File: src/rtl/scic_io_responder.sv
// scic_io_responder: peripheral side of the SCIC IN/OUT port accesses.
// Holds the LED output register and conditions the board switches with a
// synchronizer, a debouncer and a change flag that can raise an interrupt.
// CPU strobes are level signals. Each strobe assertion produces exactly one
// transaction, acknowledged by a single-cycle io_ready pulse.
module scic_io_responder #(
   parameter int unsigned BUS_WIDTH       = 8,
   parameter int unsigned IO_WIDTH        = 4,
   parameter int unsigned DEBOUNCE_CYCLES = 4,
   parameter int unsigned CNT_WIDTH       = 8
) (
   input  logic                 clock,
   input  logic                 reset,
   input  logic [1:0]           io_addr,
   input  logic [BUS_WIDTH-1:0] io_wdata,
   input  logic                 io_wr,
   input  logic                 io_rd,
   output logic [BUS_WIDTH-1:0] io_rdata,
   output logic                 io_ready,
   output logic                 irq,
   input  logic [IO_WIDTH-1:0]  switches,
   output logic [IO_WIDTH-1:0]  LEDs
);

   // Counter must be able to hold DEBOUNCE_CYCLES itself.
   localparam int unsigned DB_W = $clog2(DEBOUNCE_CYCLES + 1);
   localparam logic [DB_W-1:0] DB_TARGET = DB_W'(DEBOUNCE_CYCLES);

   localparam logic [1:0] ADDR_LED    = 2'd0;
   localparam logic [1:0] ADDR_SW     = 2'd1;
   localparam logic [1:0] ADDR_STATUS = 2'd2;
   localparam logic [1:0] ADDR_CNT    = 2'd3;

   typedef enum logic [1:0] {StIdle, StAck, StHold} state_e;

   state_e                 state;

   logic [IO_WIDTH-1:0]    sync_meta;
   logic [IO_WIDTH-1:0]    sync;
   logic [IO_WIDTH-1:0]    sync_prev;
   logic [IO_WIDTH-1:0]    stable;
   logic [DB_W-1:0]        db_cnt;
   logic [DB_W-1:0]        db_next;
   logic                   db_hit;

   logic                   chg_flag;
   logic                   irq_en;
   logic [CNT_WIDTH-1:0]   chg_cnt;

   logic                   access;
   logic                   wr_access;
   logic [BUS_WIDTH-1:0]   rd_mux;

   // Upper write-data bits have no destination in this register map.
   logic                   unused_wdata;
   assign unused_wdata = ^io_wdata;

   // A transaction starts only from IDLE. A write wins over a read.
   assign access    = (state == StIdle) && (io_wr || io_rd);
   assign wr_access = access && io_wr;

   // Two-flop synchronizer, plus last cycle's synchronized value for the debouncer.
   always_ff @(posedge clock or negedge reset) begin
      if (!reset) begin
         sync_meta <= '0;
         sync      <= '0;
         sync_prev <= '0;
      end else begin
         sync_meta <= switches;
         sync      <= sync_meta;
         sync_prev <= sync;
      end
   end

   // Debounce next-state: count consecutive identical samples that differ from stable.
   always_comb begin
      db_next = db_cnt;
      db_hit  = 1'b0;
      if (sync == stable) begin
         db_next = '0;
      end else begin
         if (sync == sync_prev) begin
            db_next = db_cnt + DB_W'(1);
         end else begin
            db_next = DB_W'(1);
         end
         if (db_next == DB_TARGET) begin
            db_hit  = 1'b1;
            db_next = '0;
         end
      end
   end

   // Debounce counter and accepted switch value.
   always_ff @(posedge clock or negedge reset) begin
      if (!reset) begin
         db_cnt <= '0;
         stable <= '0;
      end else begin
         db_cnt <= db_next;
         if (db_hit) begin
            stable <= sync;
         end
      end
   end

   // Read data is taken from pre-edge register state.
   always_comb begin
      rd_mux = '0;
      case (io_addr)
         ADDR_LED:    rd_mux[IO_WIDTH-1:0]  = LEDs;
         ADDR_SW:     rd_mux[IO_WIDTH-1:0]  = stable;
         ADDR_STATUS: rd_mux[1:0]           = {irq_en, chg_flag};
         ADDR_CNT:    rd_mux[CNT_WIDTH-1:0] = chg_cnt;
         default:     rd_mux                = '0;
      endcase
   end

   // LED output register, written through LED_OUT.
   always_ff @(posedge clock or negedge reset) begin
      if (!reset) begin
         LEDs <= '0;
      end else if (wr_access && (io_addr == ADDR_LED)) begin
         LEDs <= io_wdata[IO_WIDTH-1:0];
      end
   end

   // Change flag (set beats write-1-to-clear), interrupt enable and registered irq.
   always_ff @(posedge clock or negedge reset) begin
      if (!reset) begin
         chg_flag <= 1'b0;
         irq_en   <= 1'b0;
         irq      <= 1'b0;
      end else begin
         irq <= chg_flag & irq_en;
         if (db_hit) begin
            chg_flag <= 1'b1;
         end else if (wr_access && (io_addr == ADDR_STATUS) && io_wdata[0]) begin
            chg_flag <= 1'b0;
         end
         if (wr_access && (io_addr == ADDR_STATUS)) begin
            irq_en <= io_wdata[1];
         end
      end
   end

   // Change counter. A clear and an increment in the same cycle leave it at 1.
   always_ff @(posedge clock or negedge reset) begin
      if (!reset) begin
         chg_cnt <= '0;
      end else if (wr_access && (io_addr == ADDR_CNT)) begin
         chg_cnt <= db_hit ? CNT_WIDTH'(1) : '0;
      end else if (db_hit) begin
         chg_cnt <= chg_cnt + CNT_WIDTH'(1);
      end
   end

   // Handshake FSM with registered io_ready/io_rdata.
   // HOLD waits for both strobes to drop so that a held strobe gives one transaction.
   always_ff @(posedge clock or negedge reset) begin
      if (!reset) begin
         state    <= StIdle;
         io_ready <= 1'b0;
         io_rdata <= '0;
      end else begin
         unique case (state)
            StIdle: begin
               io_ready <= 1'b0;
               io_rdata <= '0;
               if (access) begin
                  state    <= StAck;
                  io_ready <= 1'b1;
                  io_rdata <= io_wr ? '0 : rd_mux;
               end
            end
            StAck: begin
               io_ready <= 1'b0;
               io_rdata <= '0;
               state    <= StHold;
            end
            StHold: begin
               io_ready <= 1'b0;
               io_rdata <= '0;
               if (!io_wr && !io_rd) begin
                  state <= StIdle;
               end
            end
            default: begin
               io_ready <= 1'b0;
               io_rdata <= '0;
               state    <= StIdle;
            end
         endcase
      end
   end

endmodule

File: config.mk
export PLATFORM = sky130hd
export DESIGN_NAME = scic_io_responder
export DESIGN_NICKNAME = d
export VERILOG_FILES = /design/src/rtl/scic_io_responder.sv
export SDC_FILE = /design/constraint.sdc
export NUM_CORES = 1
export LEC_CHECK = 0
export BUFFER_PORTS_ARGS = -buffer_cell sky130_fd_sc_hd__buf_2
export CAP_MARGIN = 20
export CORE_MARGIN = 1.5
export CORE_UTILIZATION = 55
export DETAILED_ROUTE_END_ITERATION = 12
export GPL_ROUTABILITY_DRIVEN = 0
export GPL_TIMING_DRIVEN = 0
export PLACE_DENSITY_LB_ADDON = 0.3
export SYNTH_ARGS = -nofsm -noshare
export SYNTH_HDL_FRONTEND = slang
export SYNTH_SLANG_ARGS = --single-unit
File: constraint.sdc
create_clock -name clock -period 2.3 [get_ports clock]
set_clock_uncertainty 0.15 [all_clocks]
set_input_delay 0.23 -clock clock [delete_from_list [all_inputs] [get_ports clock]]
set_output_delay 0.23 -clock clock [all_outputs]
set_load 0.005 [all_outputs]
==> impl_metrics.env, run 1 <==
export IMPL_power_density_nw_per_um2=744
export IMPL_cap_viol_max_count=0
export IMPL_route_antenna_remaining_nets=0
export IMPL_number_of_cells_on_the_worst_reg_to_reg_path=5
export IMPL_placement_io_buffers=26
export IMPL_critPathMaxFanout=7
export IMPL_num_nets_final=210
export IMPL_max_ir_drop_vdd_uv=496
export IMPL_die_width_um=61.7
export IMPL_setup_worst_path_end_class="flip-flop"
export IMPL_floorplan_initialDensity_pct=57.1
export IMPL_synthesis_area_per_instance_um2=12.8
export IMPL_timing_worst_slew_pin_value_ns=0.949
export IMPL_cts_buffers=5
export IMPL_worstPathRequired_ns=2.40
export IMPL_syn_inst=148
export IMPL_routed_wire_length_per_instance_um=13.4
export IMPL_clk_transition_reported_paths_ns=0.12
export IMPL_synth_distinct_cells=29
export IMPL_gr_total_overflow=0
export IMPL_crit_type="flip-flop to flip-flop"
export IMPL_number_of_global_route_vias_before_repair=1199
export IMPL_timing_fmax_ghz=0.461
export IMPL_drt_initial_drc_count=22
export IMPL_netlist_area_um2=1890
export IMPL_setup_worst_path_start="db_cnt[0]$_DFF_PN0_"
export IMPL_rows=21
export IMPL_drv_slew=0
export IMPL_htree_num_levels=2
export IMPL_grt_start_max_net_pins=46
export IMPL_regToRegStartpoint="db_cnt[0]$_DFF_PN0_"
export IMPL_area_growth_syn_to_layout_pct=17.6
export IMPL_postLayoutSetupSlackWorst_ns=0.133
export IMPL_regArea_um2=1130
export IMPL_first_pass_grt_wire_length_mm=5.22
export IMPL_clock_insertion_delay_worst_skew_ns=0.36
export IMPL_dieArea_um2=3800
export IMPL_kind_of_launch_point_of_the_worst_setup_path="flip-flop"
export IMPL_viasPerCell=5.30
export IMPL_floorplan_die_height_um=61.7
export IMPL_routed_via_count=1250
export IMPL_post_cts_setup_buffer_count=0
export IMPL_yosys_register_bits=45
export IMPL_numClockSinks=45
export IMPL_post_synth_main_area_contributors="dfrtp_1 (60%), mux2_2 (5.4%), mux2i_1 (5.3%), xnor2_1 (4.6%), nand2_1 (2.6%)"
export IMPL_area_of_the_multi_input_gates_um2=753
export IMPL_initial_antenna_violation_count=0
export IMPL_dr_pass1_iters=4
export IMPL_outcome="complete, no violations"
export IMPL_cp_endpoint="stable[1]$_DFFE_PN0P_"
export IMPL_report_final_hold_viol_count=0
export IMPL_antennaDiodeCount=0
export IMPL_cellLeakagePower_nw=1.06
export IMPL_max_slew_margin_pct=36.7
export IMPL_drive_above_1_share_pct=24.7
export IMPL_unrepaired_setup_endpoints_after_global_routing="false"
export IMPL_timing_critical_path_arrival_ns=2.27
export IMPL_detail_route_drc_violations=0
export IMPL_fillers=256
export IMPL_post_dp_hpwl_mm=2.28
export IMPL_dpl_worst_slack_ns=0.163
export IMPL_crit_reg2reg_capture="stable[1]$_DFFE_PN0P_"
export IMPL_synth_fp_nets=168
export IMPL_cts_root_buffer_cell="clkbuf_4"
export IMPL_fin_hold_ws_ns=0.0331
export IMPL_worst_r2r_setup_slack_ns=0.13
export IMPL_ios=32
export IMPL_post_route_min_period_ns=2.17
export IMPL_cts_tree="yes"
export IMPL_cell_taking_the_most_area_after_synthesis="dfrtp_1"
export IMPL_max_clock_path_buffers=2
export IMPL_yosysWarnings=0
export IMPL_totalNegativeSetupSlack_ns=0
export IMPL_setup_viol_count_final=0
export IMPL_min_period_over_period_pct=94.2
export IMPL_yosys_area_top_type_share_pct=59.5
export IMPL_cts_repair_resized=0
export IMPL_detail_route_wirelength_mm=3.17
export IMPL_cts_hold_buffers_added=9
export IMPL_yosysSeqAreaShare_pct=59.5
export IMPL_core_region_area_um2=3310
export IMPL_hold_path_class="input port to flip-flop"
export IMPL_global_route_usage_total_pct=19.9
==> placed cells by master, fill, tap and decap left out, types with 3 or more instances in the layout <==
cell and instances:
dfrtp_1 45, buf_2 27, nand2_1 13, xnor2_1 10, mux2i_1 10, mux2_2 9
dlygate4sd3_1 9, nor2_1 7, and2_1 6, nand2b_1 6, nor2b_1 5, clkbuf_4 5
nand4_1 4, nand3_1 4, and4_1 3, a21oi_1 3, clkbuf_1 3, nor3_1 3
==> where the power goes <==
group          switching [W]  internal, W
Clock               0.000234     0.000144
Combinational       0.000130     0.000166
Sequential         0.0000854     0.000896
Total               0.000450      0.00121
==> metal layers <==
layer	part of all wire, %	track usage (%)	vias to the layer above
met5	0	0	-
met4	1.9	8.21	0
met3	4.1	7.56	7
met2	52	35.2	26
met1	42	21.3	617
li1	-	-	600
==> sequential cells by signal, indices dropped and copies added (netlist names) <==
| name | cells |
|---|---|
| sync | 4 |
| stable | 4 |
| irq_en | 1 |
| sync_meta | 4 |
| state | 2 |
| io_ready | 1 |
| sync_prev | 4 |
| chg_cnt | 8 |
| chg_flag | 1 |
| io_rdata | 8 |
| irq | 1 |
| db_cnt | 3 |
| LEDs | 4 |
==> area by class of cell <==
cell class / instances / area share, %
plain buffers: 3 / 0.562
flip-flops and latches: 45 / 50.6
clock buffers: 7 / 2.47
repair buffers: 35 / 9.90
multi-input cells: 100 / 33.9
well taps: 46 / 2.59
==> worst max-delay path, cell delays in order (launching register included) <==
cell	delay, ns
dfrtp_1	0.43
ha_1	0.34
nor2b_1	0.26
nand2_1	0.16
nor3_4	0.34
mux2_2	0.39
==> cell usage after synthesis <==
| cell type | instances |
|---|---|
| nor3b_1 | 1 |
| and4_1 | 3 |
| nor4_1 | 1 |
| mux2_2 | 9 |
| and3_1 | 1 |
| xnor2_1 | 10 |
| nor2_1 | 7 |
| mux4_2 | 2 |
| ha_1 | 2 |
| nand2_1 | 13 |
| and2b_1 | 1 |
| xor2_1 | 1 |
| buf_2 | 1 |
| dfrtp_1 | 45 |
| nor3_1 | 3 |
| nor2b_1 | 5 |
| nor4b_1 | 2 |
| a21oi_1 | 3 |
| nand2b_1 | 6 |
| and2_1 | 6 |
| nand4_1 | 4 |
| a21o_2 | 1 |
| or4b_2 | 1 |
| nor3_4 | 1 |
| nand4b_1 | 2 |
| nand3_1 | 4 |
| clkbuf_1 | 2 |
| o21ai_0 | 1 |
| mux2i_1 | 10 |
==> how the worst min path moves through the flow <==
stage	start	to	slack (ns)	depth (start not counted)
after floorplan	reset	LEDs[0]$_DFFE_PN0P_	-0.22	0
after global placement	sync_meta[2]$_DFF_PN0_	sync[2]$_DFF_PN0_	0.19	0
after detailed placement	sync_meta[3]$_DFF_PN0_	sync[3]$_DFF_PN0_	0.19	0
after CTS	io_rd	io_ready$_DFF_PN0_	0.03	3
after global routing	io_rd	state[0]$_DFFE_PN0P_	0.03	3
final	io_rd	state[0]$_DFFE_PN0P_	0.03	3
==> logic make-up (layout without fill, tap and decap cells) <==
logic type,after synthesis,in the layout,share of synthesized area [%]
and+or+nand+nor,61,61,18.9
DFF,45,45,59.5
muxes,21,21,13.0
xor gates and xnor gates,11,11,5.09
AOI/OAI and AO/OA,5,5,1.52
buffers and inverters,3,45,0.661
adders and majority gates,2,2,1.32
==> metrics by stage <==
stage | cell area (µm²) | instances | utilization (%) | power [W]
4_1_cts | 2220 | 236 | 67.2 | 0.00167
2_1_floorplan | 1890 | 148 | - | 0.00116
3_3_place_gp | 2080 | 220 | 62.8 | 0.00126
3_5_place_dp | 2080 | 220 | 62.8 | 0.00128
6_report | 2220 | 236 | 67.2 | 0.00166
5_1_grt | 2220 | 236 | 67.2 | 0.00175
Note: power is estimated with default switching activity, not from simulation.
==> run 2, diff against run 1 <==
- RECOVER_POWER: not set -> 50
==> run 2 against run 1 <==
Non-clock buffer count unchanged. Total power decreased by 0.25%. Combinational power is 2% lower. Die area did not move. Critical path depth unchanged. Final area decreased by 0.62%. Maximum frequency about the same. Global-route usage did not move. Sequential power barely moved. Routed wire length grew 0.66%. Critical endpoint unchanged. Highest routed layer unchanged.
==> impl_metrics.env, run 2 (synthesis gave the netlist of run 1 again) <==
export IMPL_hold_path_class="input port to flip-flop"
export IMPL_htree_num_levels=2
export IMPL_floorplan_die_height_um=61.7
export IMPL_timing_critical_path_arrival_ns=2.27
export IMPL_critical_path_cell_chain="ha_1, nor2b_1, nand2_1, nor3_4, mux2_2"
export IMPL_routed_via_count=1249
export IMPL_floorplan_initialDensity_pct=57.1
export IMPL_die_width_um=61.7
export IMPL_internal_power_w=0.00120
export IMPL_hold_start="io_rd"
export IMPL_critical_path_buf_inv_count=0
export IMPL_seqPwrFrac_pct=59.5
export IMPL_clkPwrFrac_pct=22.9
export IMPL_largest_registers="chg_cnt (8), io_rdata (8)"
export IMPL_post_cts_setup_buffer_count=0
export IMPL_report_final_hold_viol_count=0
export IMPL_total_power_w=0.00165
export IMPL_first_pass_grt_wire_length_mm=5.22
export IMPL_setup_worst_path_end_class="flip-flop"
export IMPL_cellLeakagePower_nw=1.01
export IMPL_area_growth_syn_to_layout_pct=16.9
export IMPL_number_of_cells_on_the_worst_reg_to_reg_path=5
export IMPL_utilization_pct=66.8
export IMPL_critical_path_max_stage_delay_ns=0.43
export IMPL_drive_above_1_share_pct=18.9
export IMPL_combPwrFrac_pct=17.6
export IMPL_drt_initial_drc_count=23
export IMPL_crit_reg2reg_capture="stable[1]$_DFFE_PN0P_"
export IMPL_setup_viol_count_final=0
export IMPL_post_route_min_period_ns=2.17
export IMPL_worstPathRequired_ns=2.40
export IMPL_detail_route_wirelength_mm=3.19
export IMPL_min_delay_path_depth=3
export IMPL_dr_pass1_iters=4
export IMPL_numClockSinks=45
export IMPL_regArea_um2=1130
export IMPL_drv_slew=0
export IMPL_cts_buffers=5
export IMPL_routed_wire_length_per_instance_um=13.5
export IMPL_outcome="complete, no violations"
export IMPL_detail_route_drc_violations=0
export IMPL_fillers=265
export IMPL_global_route_usage_total_pct=19.9
export IMPL_most_common_layout_cells="dfrtp_1 (45), buf_2 (15), clkbuf_1 (14)"
export IMPL_power_density_nw_per_um2=747
export IMPL_number_of_global_route_vias_before_repair=1199
export IMPL_totalNegativeSetupSlack_ns=0
export IMPL_switching_share_pct=27.3
export IMPL_crit_type="flip-flop to flip-flop"
export IMPL_antennaDiodeCount=0
export IMPL_dpl_worst_slack_ns=0.163
export IMPL_placed_cells=220
export IMPL_cp_depth=5
export IMPL_critPathMaxFanout=7
export IMPL_cp_top_family="simple AND/OR/NAND/NOR gates"
export IMPL_placement_io_buffers=26
export IMPL_num_nets_final=210
export IMPL_post_dp_hpwl_mm=2.28
export IMPL_grt_start_max_net_pins=46
export IMPL_timing_worst_slew_pin_value_ns=1.06
export IMPL_viasPerCell=5.29
export IMPL_worst_r2r_setup_slack_ns=0.13
export IMPL_kind_of_launch_point_of_the_worst_setup_path="flip-flop"
export IMPL_gr_total_overflow=0
export IMPL_p_switching_w=0.000451
export IMPL_cts_tree="yes"
export IMPL_cap_viol_max_count=0
export IMPL_timing_fmax_ghz=0.461
export IMPL_max_slew_margin_pct=29.3
export IMPL_worst_hold_end="state[0]$_DFFE_PN0P_"
export IMPL_min_period_over_period_pct=94.3
export IMPL_layout_cells_non_filler=236
export IMPL_core_region_area_um2=3310
export IMPL_regToRegStartpoint="db_cnt[0]$_DFF_PN0_"
export IMPL_clk_transition_reported_paths_ns=0.12
export IMPL_cts_root_buffer_cell="clkbuf_4"
export IMPL_postLayoutSetupSlackWorst_ns=0.132
export IMPL_area_of_the_multi_input_gates_um2=753
export IMPL_max_ir_drop_vdd_uv=500
export IMPL_ios=32
export IMPL_clock_insertion_delay_worst_skew_ns=0.36
export IMPL_max_clock_path_buffers=2
export IMPL_rows=21
export IMPL_route_antenna_remaining_nets=0
export IMPL_initial_antenna_violation_count=0
export IMPL_unrepaired_setup_endpoints_after_global_routing="false"
export IMPL_cpMaxStageDelayCell="dfrtp_1"
export IMPL_mostFrequentLayoutCell="dfrtp_1"
export IMPL_dieArea_um2=3800
run 2: cell type report:
class,instances,share of cell area (%)
Sequential cell,45,50.9
Buffer,3,0.509
Clock buffer,7,2.49
Timing Repair Buffer,35,9.39
Tap cell,46,2.60
Multi-Input combinational cell,100,34.1
run 2: how the worst max path moves through the flow:
stage                              startpoint                     to
after floorplan           db_cnt[0]$_DFF_PN0_  stable[0]$_DFFE_PN0P_
after global routing      db_cnt[0]$_DFF_PN0_  stable[1]$_DFFE_PN0P_
final                     db_cnt[0]$_DFF_PN0_  stable[1]$_DFFE_PN0P_
after CTS                 db_cnt[0]$_DFF_PN0_  stable[1]$_DFFE_PN0P_
after global placement    db_cnt[0]$_DFF_PN0_  stable[1]$_DFFE_PN0P_
after detailed placement  db_cnt[0]$_DFF_PN0_  stable[1]$_DFFE_PN0P_
run 2: worst register-to-register path, delay by kind of cell (launching register included):
family / cells / cell delay [ns]
muxes: 1 / 0.39
adders and majority gates: 1 / 0.34
and+or+nand+nor: 3 / 0.76
DFF: 1 / 0.43
run 2: repair_timing:
action	in CTS	in global routing
hold endpoints to repair	54	0
hold buffers	9	0
gates resized for setup	0	0
run 2: power groups by stage:
stage / Sequential, W / Clock, W / Combinational, W
5_1_grt: 0.000998 / 0.000425 / 0.000320
2_1_floorplan: 0.000983 / 0 / 0.000175
6_report: 0.000982 / 0.000378 / 0.000291
4_1_cts: 0.000980 / 0.000387 / 0.000299
3_5_place_dp: 0.000996 / 0 / 0.000287
3_3_place_gp: 0.000988 / 0 / 0.000274
run 2: routing by layer:
metal,vias to the layer above,global-route usage (%),wire length (µm)
li1,599,-,-
met5,-,0,0
met3,7,7.56,135
met1,617,21.3,1360
met4,0,8.21,59
met2,26,35.2,1640
run 2: per-stage QoR:
stage	instance area, µm²	hold WS, ns
2_1_floorplan	1890	-0.216
4_1_cts	2220	0.0279
3_5_place_dp	2080	0.186
3_3_place_gp	2080	0.189
5_1_grt	2210	0.0310
6_report	2210	0.0335
